<file path="src/rtl/systolic_array_ctrl_if.sv">
`default_nettype none
// ============================================================================
// Module      : systolic_array_ctrl_if
// Description : Command and array/buffer control bundle for the systolic
//               array sequencer.
// Revision    : 1.0 - initial release
// ============================================================================
interface systolic_array_ctrl_if #(
    parameter int N     = 4,
    parameter int LEN_W = 8,
    parameter int IDX_W = 2
);
    logic             start;
    logic             abort;
    logic [LEN_W-1:0] len;
    logic             busy;
    logic             done;
    logic             w_load_en;
    logic [IDX_W-1:0] w_row_sel;
    logic             a_rd_en;
    logic [LEN_W-1:0] a_rd_addr;
    logic [N-1:0]     skew_valid;
    logic             out_valid;
    logic [LEN_W-1:0] out_row_idx;

    modport master (
        output start, abort, len,
        input  busy, done, w_load_en, w_row_sel, a_rd_en, a_rd_addr,
               skew_valid, out_valid, out_row_idx
    );

    modport slave (
        input  start, abort, len,
        output busy, done, w_load_en, w_row_sel, a_rd_en, a_rd_addr,
               skew_valid, out_valid, out_row_idx
    );
endinterface
`default_nettype wire

</file>
<file path="src/rtl/systolic_array_ctrl.sv">
`default_nettype none
// ============================================================================
// Module      : systolic_array_ctrl
// Description : Sequencer for an N x N weight-stationary systolic array:
//               weight load, skewed activation streaming, result flagging.
// Revision    : 1.0 - initial release
// ============================================================================
module systolic_array_ctrl #(
    parameter int N     = 4,
    parameter int LEN_W = 8,
    parameter int IDX_W = 2
) (
    input  logic                 clk,
    input  logic                 rst,
    systolic_array_ctrl_if.slave bus
);

    localparam logic [2:0] c_idle   = 3'd0;
    localparam logic [2:0] c_load_w = 3'd1;
    localparam logic [2:0] c_stream = 3'd2;
    localparam logic [2:0] c_drain  = 3'd3;
    localparam logic [2:0] c_done   = 3'd4;

    localparam int               c_dly      = 2 * N;
    localparam logic [LEN_W-1:0] c_last_row = LEN_W'(N - 1);
    localparam logic [LEN_W-1:0] c_one      = LEN_W'(1);

    logic [2:0]       r_state;
    logic [2:0]       w_state_nxt;
    logic [LEN_W-1:0] r_len;
    logic [LEN_W-1:0] r_cnt;
    logic [LEN_W-1:0] r_ridx;
    logic [c_dly-1:0] r_dly;
    logic             w_accept;
    logic             w_abort;
    logic             w_a_rd_en;
    logic             w_out_valid;
    logic             w_cnt_run;

    assign w_accept    = (r_state == c_idle) && bus.start;
    assign w_abort     = (r_state != c_idle) && bus.abort;
    assign w_a_rd_en   = (r_state == c_stream);
    assign w_out_valid = r_dly[c_dly-1];
    assign w_cnt_run   = (w_state_nxt == r_state) &&
                         ((r_state == c_load_w) || (r_state == c_stream));

    always_ff @(posedge clk or posedge rst) begin
        if (rst) begin
            r_state <= c_idle;
        end else begin
            r_state <= w_state_nxt;
        end
    end

    always_comb begin
        w_state_nxt = r_state;
        case (r_state)
            c_idle: begin
                if (bus.start) begin
                    w_state_nxt = (bus.len != '0) ? c_load_w : c_done;
                end
            end
            c_load_w: begin
                if (r_cnt == c_last_row) begin
                    w_state_nxt = c_stream;
                end
            end
            c_stream: begin
                if (r_cnt == (r_len - c_one)) begin
                    w_state_nxt = c_drain;
                end
            end
            c_drain: begin
                if (w_out_valid && (r_ridx == (r_len - c_one))) begin
                    w_state_nxt = c_done;
                end
            end
            c_done:  w_state_nxt = c_idle;
            default: w_state_nxt = c_idle;
        endcase
        if (w_abort) begin
            w_state_nxt = c_idle;
        end
    end

    // Bit k of r_dly is a_rd_en delayed by k+1 cycles: the low N bits are the
    // per-row skew enables, the top bit marks a result row at the bottom edge.
    always_ff @(posedge clk or posedge rst) begin
        if (rst) begin
            r_len  <= '0;
            r_cnt  <= '0;
            r_ridx <= '0;
            r_dly  <= '0;
        end else begin
            if (w_accept) begin
                r_len <= bus.len;
            end
            r_cnt <= w_cnt_run ? (r_cnt + c_one) : '0;
            if (w_abort) begin
                r_dly <= '0;
            end else begin
                r_dly <= {r_dly[c_dly-2:0], w_a_rd_en};
            end
            if (w_accept || w_abort) begin
                r_ridx <= '0;
            end else if (w_out_valid) begin
                r_ridx <= r_ridx + c_one;
            end
        end
    end

    always_comb begin
        bus.busy        = (r_state == c_load_w) || (r_state == c_stream) ||
                          (r_state == c_drain);
        bus.done        = (r_state == c_done);
        bus.w_load_en   = (r_state == c_load_w);
        bus.w_row_sel   = (r_state == c_load_w) ? r_cnt[IDX_W-1:0] : '0;
        bus.a_rd_en     = w_a_rd_en;
        bus.a_rd_addr   = w_a_rd_en ? r_cnt : '0;
        bus.skew_valid  = r_dly[N-1:0];
        bus.out_valid   = w_out_valid;
        bus.out_row_idx = w_out_valid ? r_ridx : '0;
    end

endmodule
`default_nettype wire

</file>
<file path="src/flat_wrapper.sv">
// flat-port wrapper written by rule: the top's interface ports become plain ports
module systolic_array_ctrl_flat 
#(
    parameter int N     = 4,
    parameter int LEN_W = 8,
    parameter int IDX_W = 2
)
  (clk, rst, bus_start, bus_abort, bus_len, bus_busy, bus_done, bus_w_load_en, bus_w_row_sel, bus_a_rd_en, bus_a_rd_addr, bus_skew_valid, bus_out_valid, bus_out_row_idx);
  systolic_array_ctrl_if #(.N(N), .LEN_W(LEN_W), .IDX_W(IDX_W)) bus_i ();
  input  logic clk;
  input  logic rst;
  input wire logic [$bits(bus_i.start)-1:0] bus_start;
  input wire logic [$bits(bus_i.abort)-1:0] bus_abort;
  input wire logic [$bits(bus_i.len)-1:0] bus_len;
  output wire logic [$bits(bus_i.busy)-1:0] bus_busy;
  output wire logic [$bits(bus_i.done)-1:0] bus_done;
  output wire logic [$bits(bus_i.w_load_en)-1:0] bus_w_load_en;
  output wire logic [$bits(bus_i.w_row_sel)-1:0] bus_w_row_sel;
  output wire logic [$bits(bus_i.a_rd_en)-1:0] bus_a_rd_en;
  output wire logic [$bits(bus_i.a_rd_addr)-1:0] bus_a_rd_addr;
  output wire logic [$bits(bus_i.skew_valid)-1:0] bus_skew_valid;
  output wire logic [$bits(bus_i.out_valid)-1:0] bus_out_valid;
  output wire logic [$bits(bus_i.out_row_idx)-1:0] bus_out_row_idx;
  assign bus_i.start = bus_start;
  assign bus_i.abort = bus_abort;
  assign bus_i.len = bus_len;
  assign bus_busy = bus_i.busy;
  assign bus_done = bus_i.done;
  assign bus_w_load_en = bus_i.w_load_en;
  assign bus_w_row_sel = bus_i.w_row_sel;
  assign bus_a_rd_en = bus_i.a_rd_en;
  assign bus_a_rd_addr = bus_i.a_rd_addr;
  assign bus_skew_valid = bus_i.skew_valid;
  assign bus_out_valid = bus_i.out_valid;
  assign bus_out_row_idx = bus_i.out_row_idx;
  systolic_array_ctrl #(.N(N), .LEN_W(LEN_W), .IDX_W(IDX_W)) u_core (.clk(clk), .rst(rst), .bus(bus_i));
endmodule
</file>
<file path="config.mk">
export PLATFORM = sky130hd
export DESIGN_NAME = systolic_array_ctrl_flat
export DESIGN_NICKNAME = d
export VERILOG_FILES = /design/src/rtl/systolic_array_ctrl_if.sv /design/src/rtl/systolic_array_ctrl.sv /design/src/flat_wrapper.sv
export SDC_FILE = /design/constraint.sdc
export NUM_CORES = 1
export LEC_CHECK = 0
export CAP_MARGIN = 20
export CORE_MARGIN = 2
export CORE_UTILIZATION = 48
export DETAILED_ROUTE_END_ITERATION = 12
export PLACE_DENSITY_LB_ADDON = 0.15
export SYNTH_ARGS = -nofsm -noshare
export SYNTH_HDL_FRONTEND = slang
export SYNTH_SLANG_ARGS = --single-unit
</file>
<file path="constraint.sdc">
create_clock -name clk -period 2.1 [get_ports clk]
set_input_delay 0.315 -clock clk [delete_from_list [all_inputs] [get_ports clk]]
set_output_delay 0.315 -clock clk [all_outputs]
set_load 0.01 [all_outputs]
</file>
==> After elaboration in Yosys (flattened, before gate mapping) <==
Index checks and enable logic that the tools add are counted.
{ "word_totals": {"reg_bits": 35, "latch_bits": 0, "ram_bits": 0, "mem_bits_ro": 0, "inputBits": 12, "output_inout_bits": 27, "elab_cells": 41, "mem_count": 0} }
{ "op_classes": {"n_addsub": 3, "mul": 0, "div_mod_pow": 0, "n_lt_le_gt_ge": 0, "eq_ne": 8, "shifts": 0, "n_mux": 14, "n_bitwise": 0, "n_reduce_logical": 11} }
{ "ops": {"columns": ["op", "n"], "rows": [
  ["$mux W8", 6],
  ["$mux W3", 6],
  ["$add A8 B1 Y8 const B", 2],
  ["$eq A8 B8 Y1", 2],
  ["$pmux W3 S4", 1],
  ["$eq A8 B2 Y1 const B", 1],
  ["$reduce_bool A8 Y1", 1],
  ["$sub A8 B1 Y8 const B", 1],
  ["$eq A3 B2 Y1 const B", 2],
  ["$logic_and A1 B1 Y1", 4],
  ["$eq A3 B1 Y1 const B", 1],
  ["$eq A3 B3 Y1", 1],
  ["$eq A3 B3 Y1 const B", 1],
  ["$logic_not A3 Y1", 1],
  ["$logic_or A1 B1 Y1", 3],
  ["$reduce_bool A3 Y1", 1],
  ["$mux W2", 1],
  ["$reduce_bool A2 Y1", 1]
]} }

==> Longest topological paths before layout <==
{ "depth": {"depth_word": 9, "mapped_depth": 9, "mapped_depth_nobuf": 8} }

==> Worst setup path before layout <==
No wires, ideal clock.
{ "synth_timing": {"path_kind": "reg-to-reg", "start": "register u_core.r_len[0]", "end": "register u_core.r_cnt[1]", "setup_time_ps": 77, "t_arrival_ps": 1911, "required_time_ps": 2023, "setup_slack_ps": 112, "path_stages_with_launch": 10, "n_path_buf": 1, "synth_period_minus_slack_ps": 1988, "path_cell_list": "dfrtp_1 > clkbuf_2 > inv_1 > ha_1 > and2_1 > a211o_1 > a21oi_1 > nor3_2 > a311o_1 > a21oi_1"} }
{ "synth_between": {"elab_chain_cells": 9, "elab_cells_between_ends": 11, "classes_between": "add/sub (1); eq/ne (3); mux (5); reduce/logical (2)"} }
{ "synth_lines": {"columns": ["element", "line_no", "text"], "rows": [
  ["start: declaration", "systolic_array_ctrl.sv:30", "logic [LEN_W-1:0] r_len;"],
  ["start signal: assignment", "systolic_array_ctrl.sv:96", "r_len <= bus.len;"],
  ["$sub A8 B1 Y8 *", "systolic_array_ctrl.sv:69, systolic_array_ctrl.sv:74", null],
  ["$eq A8 B8 Y1", "systolic_array_ctrl.sv:74", "if (w_out_valid && (r_ridx == (r_len - c_one))) begin"],
  ["$logic_and A1 B1 Y1", "systolic_array_ctrl.sv:74", null],
  ["$mux W3", "systolic_array_ctrl.sv:74", null],
  ["$pmux W3 S4 *", "systolic_array_ctrl.sv:57", "case (r_state)"],
  ["$mux W3 *", "systolic_array_ctrl.sv:81", "if (w_abort) begin"],
  ["$eq A3 B3 Y1 *", "systolic_array_ctrl.sv:44", "assign w_cnt_run = (w_state_nxt == r_state) &&"],
  ["$logic_and A1 B1 Y1 *", "systolic_array_ctrl.sv:44", null],
  ["$mux W8 *", "systolic_array_ctrl.sv:98", "r_cnt <= w_cnt_run ? (r_cnt + c_one) : '0;"],
  ["end signal: assignment", "systolic_array_ctrl.sv:98", null],
  ["end: declaration", "systolic_array_ctrl.sv:31", "logic [LEN_W-1:0] r_cnt;"]
]} }
Every way passes the cells marked *; elsewhere a longest branch is shown, timed or not.
A chain may end at the register's enable or synchronous reset.

==> Worst setup path in the final report <==
{ "layout_timing": {"start": "register u_core.r_state[1]", "end": "output port bus_w_load_en"} }
{ "layout_between": {"elab_chain_cells": 1} }
{ "layout_lines": {"columns": ["element", "line_no", "text"], "rows": [
  ["start: declaration", "systolic_array_ctrl.sv:28", "logic [2:0] r_state;"],
  ["start signal: assignment", "systolic_array_ctrl.sv:49", "r_state <= c_idle;"],
  ["start signal: assignment", "systolic_array_ctrl.sv:51", "r_state <= w_state_nxt;"],
  ["$eq A3 B1 Y1", "systolic_array_ctrl.sv:116", "bus.w_load_en = (r_state == c_load_w);"],
  ["end: declaration", "flat_wrapper.sv:17", "output wire logic [$bits(bus_i.w_load_en)-1:0] bus_w_load_en;"]
]} }
Every way passes these cells.

==> run_results.csv <==
group,metric,value,unit
timing,finalSetupViolCount,0,
worst_setup_path,cp-start-kind,"register",
pwr,power,0.00297,W
synthesis,synth_adder_area_share,0.0166,
timing,report.final.slew_viol_count,0,
place,post-dp-hpwl,3630,µm
final_layout,filler_cell_count,391,
pwr,ir_worst_vdd,0.668,mV
timing,rsz0062_at_grt,"no",
floorplanning,core_area,4440,µm²
floorplanning,floorplan.initialDensity,0.508,
outcome,status,"completed",
global_route,overflow,0,
synthesis,synth_seq_area_share,0.388,
worst_setup_path,worstSetupPathType,"reg2out",
worst_setup_path,cp.arrival,1670,ps
routing,vias_per_cell,5.35,
synthesis,synthArstFlopShare,1.00,
pwr,p_per_area,1020,nW/µm²
place,io_buffers,38,
global_route,grt_use_total,0.214,
final_layout,multi_input_area,1270,µm²
routing,wirelength,5160,µm
cts,path_clk_slew,70,ps
synthesis,mappedNetlistArea,2260,µm²
synthesis,syn_avg_cell_area,9.18,µm²
synthesis,synth-compound-area-share,0.105,
routing,wl_per_cell,14.9,µm
floorplanning,fp.dieW,72.6,µm
global_route,antenna_found_initial,0,
timing,worst_pin_slew,465,ps
cts,numCtsBuffers,5,
synthesis,synthSimpleGateAreaFrac,0.288,
cts,cts_buffer_depth,2,
flow_run,maxCapViolations,0,
synthesis,synthTopCellsByArea,"dfrtp_1, and2_1, xor2_1",
synthesis,synth_xor_area_frac,0.113,
synthesis,ys_types,50,
timing,min_period,1990,ps
routing,dr.pass1.iters,4,
synthesis,dominantRegCellSynth,"dfrtp_1",
synthesis,synthCells,246,
routing,drcViolationCount,0,
final_layout,num_antenna_cells,0,
worst_setup_path,cp_max_fo,9,
final_layout,regArea,877,µm²
cts,tritoncts,"yes",
worst_setup_path,cp.required,1780,ps
timing,period_share,0.947,
timing,timing.hold.ws,432,ps
floorplanning,io_pins,39,
place,finalWeightedCongestion,0.841,
final_layout,drive_above_1_share,0.176,
final_layout,nNetsFinal,309,
place,placed_cells,339,
timing,slew_headroom,0.690,
synthesis,synth_edf_count,0,
routing,ant_nets,0,
floorplanning,dieHeight,72.6,µm
cts,cts_setup_buffers,0,
global_route,grt_pass1_wl,8630,µm
cts,clkLatencyLatePin,290,ps
final_layout,area_growth,29.7,%
floorplanning,die_area,5270,µm²
worst_setup_path,critPathCaptureType,"output pin",
final_layout,finalNonFillerCells,347,
worst_hold_path,hold_class,"in2async",
synthesis,synth_top_family_by_area,"simple AND/OR/NAND/NOR gates",
global_route,grt_pass1_vias,1733,
timing,finalHoldViolCount,0,
pwr,power_leakage,1.34,nW
timing,max_freq,0.503,GHz
timing,fin_tns_setup,0,ps
synthesis,synth.area.mux_share,0.0288,
synthesis,synth_seq_cells,35,
synthesis,yosysTopAreaCellShare,0.388,
routing,first_iter_violations,108,
cts,root_buffer,"clkbuf_8",
global_route,grt_max_degree,36,
timing,fin_skew,5.86,ps
cts,cts_sinks,35,
floorplanning,rows,24,
synthesis,synth_warnings,0,
cts,htree_levels,2,
routing,vias,1855,
synthesis,yosys.area.top_type,"dfrtp_1",
synthesis,syn-num-nets,261,
-- placed cells by master, fill, tap and decap left out, types with 2 or more instances in the layout --
cell type,Yosys,routed
inv_1,7,6
nor2b_1,3,3
o21ai_0,9,9
dlymetal6s2s_1,0,2
nand2_1,15,15
clkbuf_8,0,5
mux2i_1,2,2
buf_4,6,23
nor4_2,0,2
mux2_2,4,4
nor4_1,5,3
o31ai_1,2,2
nor3_2,3,3
and3_1,4,4
a211o_1,2,2
xor2_1,18,18
or4_1,2,2
xnor2_1,11,11
dfrtp_1,35,34
nand4_1,5,5
and2_1,28,28
o21a_1,2,2
bufinv_16,0,2
ha_1,3,2
a21o_1,2,2
dlygate4sd2_1,0,9
nand2b_1,4,4
nand3_1,11,11
nor2_1,24,23
a21oi_1,3,3
clkdlybuf4s50_1,0,27
-- layout make-up --
cell class / count / area share
Inverter: 7 / 0.00983
Clock inverter: 3 / 0.0231
Multi-Input combinational cell: 184 / 0.435
Clock buffer: 5 / 0.0235
Timing Repair Buffer: 61 / 0.187
Tap cell: 52 / 0.0222
Sequential cell: 35 / 0.300
-- synthesized netlist by cell type (2+ instances only) --
library cell,n
dfrtp_1,35
and2_1,28
nor2_1,24
xor2_1,18
nand2_1,15
nand3_1,11
xnor2_1,11
clkbuf_1,9
o21ai_0,9
inv_1,7
buf_4,6
nand4_1,5
nor4_1,5
and3_1,4
mux2_2,4
nand2b_1,4
a21oi_1,3
buf_2,3
ha_1,3
nor2b_1,3
nor3_2,3
a211o_1,2
a21o_1,2
mux2i_1,2
nor3b_1,2
o21a_1,2
o31ai_1,2
or4_1,2
-- flip-flops by register name, indices dropped and copies added (netlist names) --
signal,count
u_core.r_cnt,8
u_core.r_dly,8
u_core.r_len,8
u_core.r_ridx,8
u_core.r_state,3
-- where the power goes --
part | internal [W] | leakage [nW] | switching, W
clock | 0.000474 | 0.0644 | 0.000268
sequential | 0.000777 | 0.469 | 0.000170
combinational | 0.000630 | 0.802 | 0.000654
-- logic make-up (layout without fill, tap and decap cells) --
group,Yosys count,after routing
and+or+nand+nor,114,114
buffers and inverters,27,76
AOI/OAI and AO/OA,32,32
DFF,35,35
xor gates and xnor gates,29,29
adders and majority gates,3,3
muxes,6,6
-- layer usage --
layer | share of wire | track usage | up-vias
met5 | 0 | 0 | -
met4 | 0.0087 | 0.0556 | 0
met3 | 0.034 | 0.0497 | 4
met2 | 0.47 | 0.338 | 35
met1 | 0.49 | 0.297 | 883
li1 | - | - | 933
-- metrics by stage --
| stage | cell area, µm² | util | worst slack (ps) |
|---|---|---|---|
| global route | 2930 | 0.659 | 13.1 |
| floorplan | 2260 | - | 112 |
| CTS | 2900 | 0.653 | 0.483 |
| finish | 2930 | 0.659 | 110 |
| detailed placement | 2770 | 0.622 | 67.2 |
| global placement | 2770 | 0.622 | 94.3 |
-- worst max-delay path, cell delays in order, from the launching register on --
cell,delay [ps]
dfrtp_1,410
buf_4,190
nor3b_4,220
clkdlybuf4s50_1,570
-- final timing paths --
path	from	endpoint	slack [ps]	depth (start not counted)
max reg2reg	u_core.r_len[0]$_DFFE_PP0P_	u_core.r_cnt[1]$_DFF_PP0_	150	9
min	rst	u_core.r_cnt[1]$_DFF_PP0_	430	3
max	u_core.r_state[1]$_DFF_PP0_	bus_w_load_en	110	3
max in group asynchronous	rst	u_core.r_len[2]$_DFFE_PP0P_	1320	3
min in group clk	u_core.r_dly[5]$_DFF_PP0_	u_core.r_dly[6]$_DFF_PP0_	460	1
min reg2reg	u_core.r_dly[5]$_DFF_PP0_	u_core.r_dly[6]$_DFF_PP0_	460	1
-- what timing repair did --
item                                    CTS  global route
endpoints found under the setup margin   12            12
hold buffers                              0             0
resized for setup                        13             7
pin swaps                                 1             5
(Power assumes the default switching activity.)
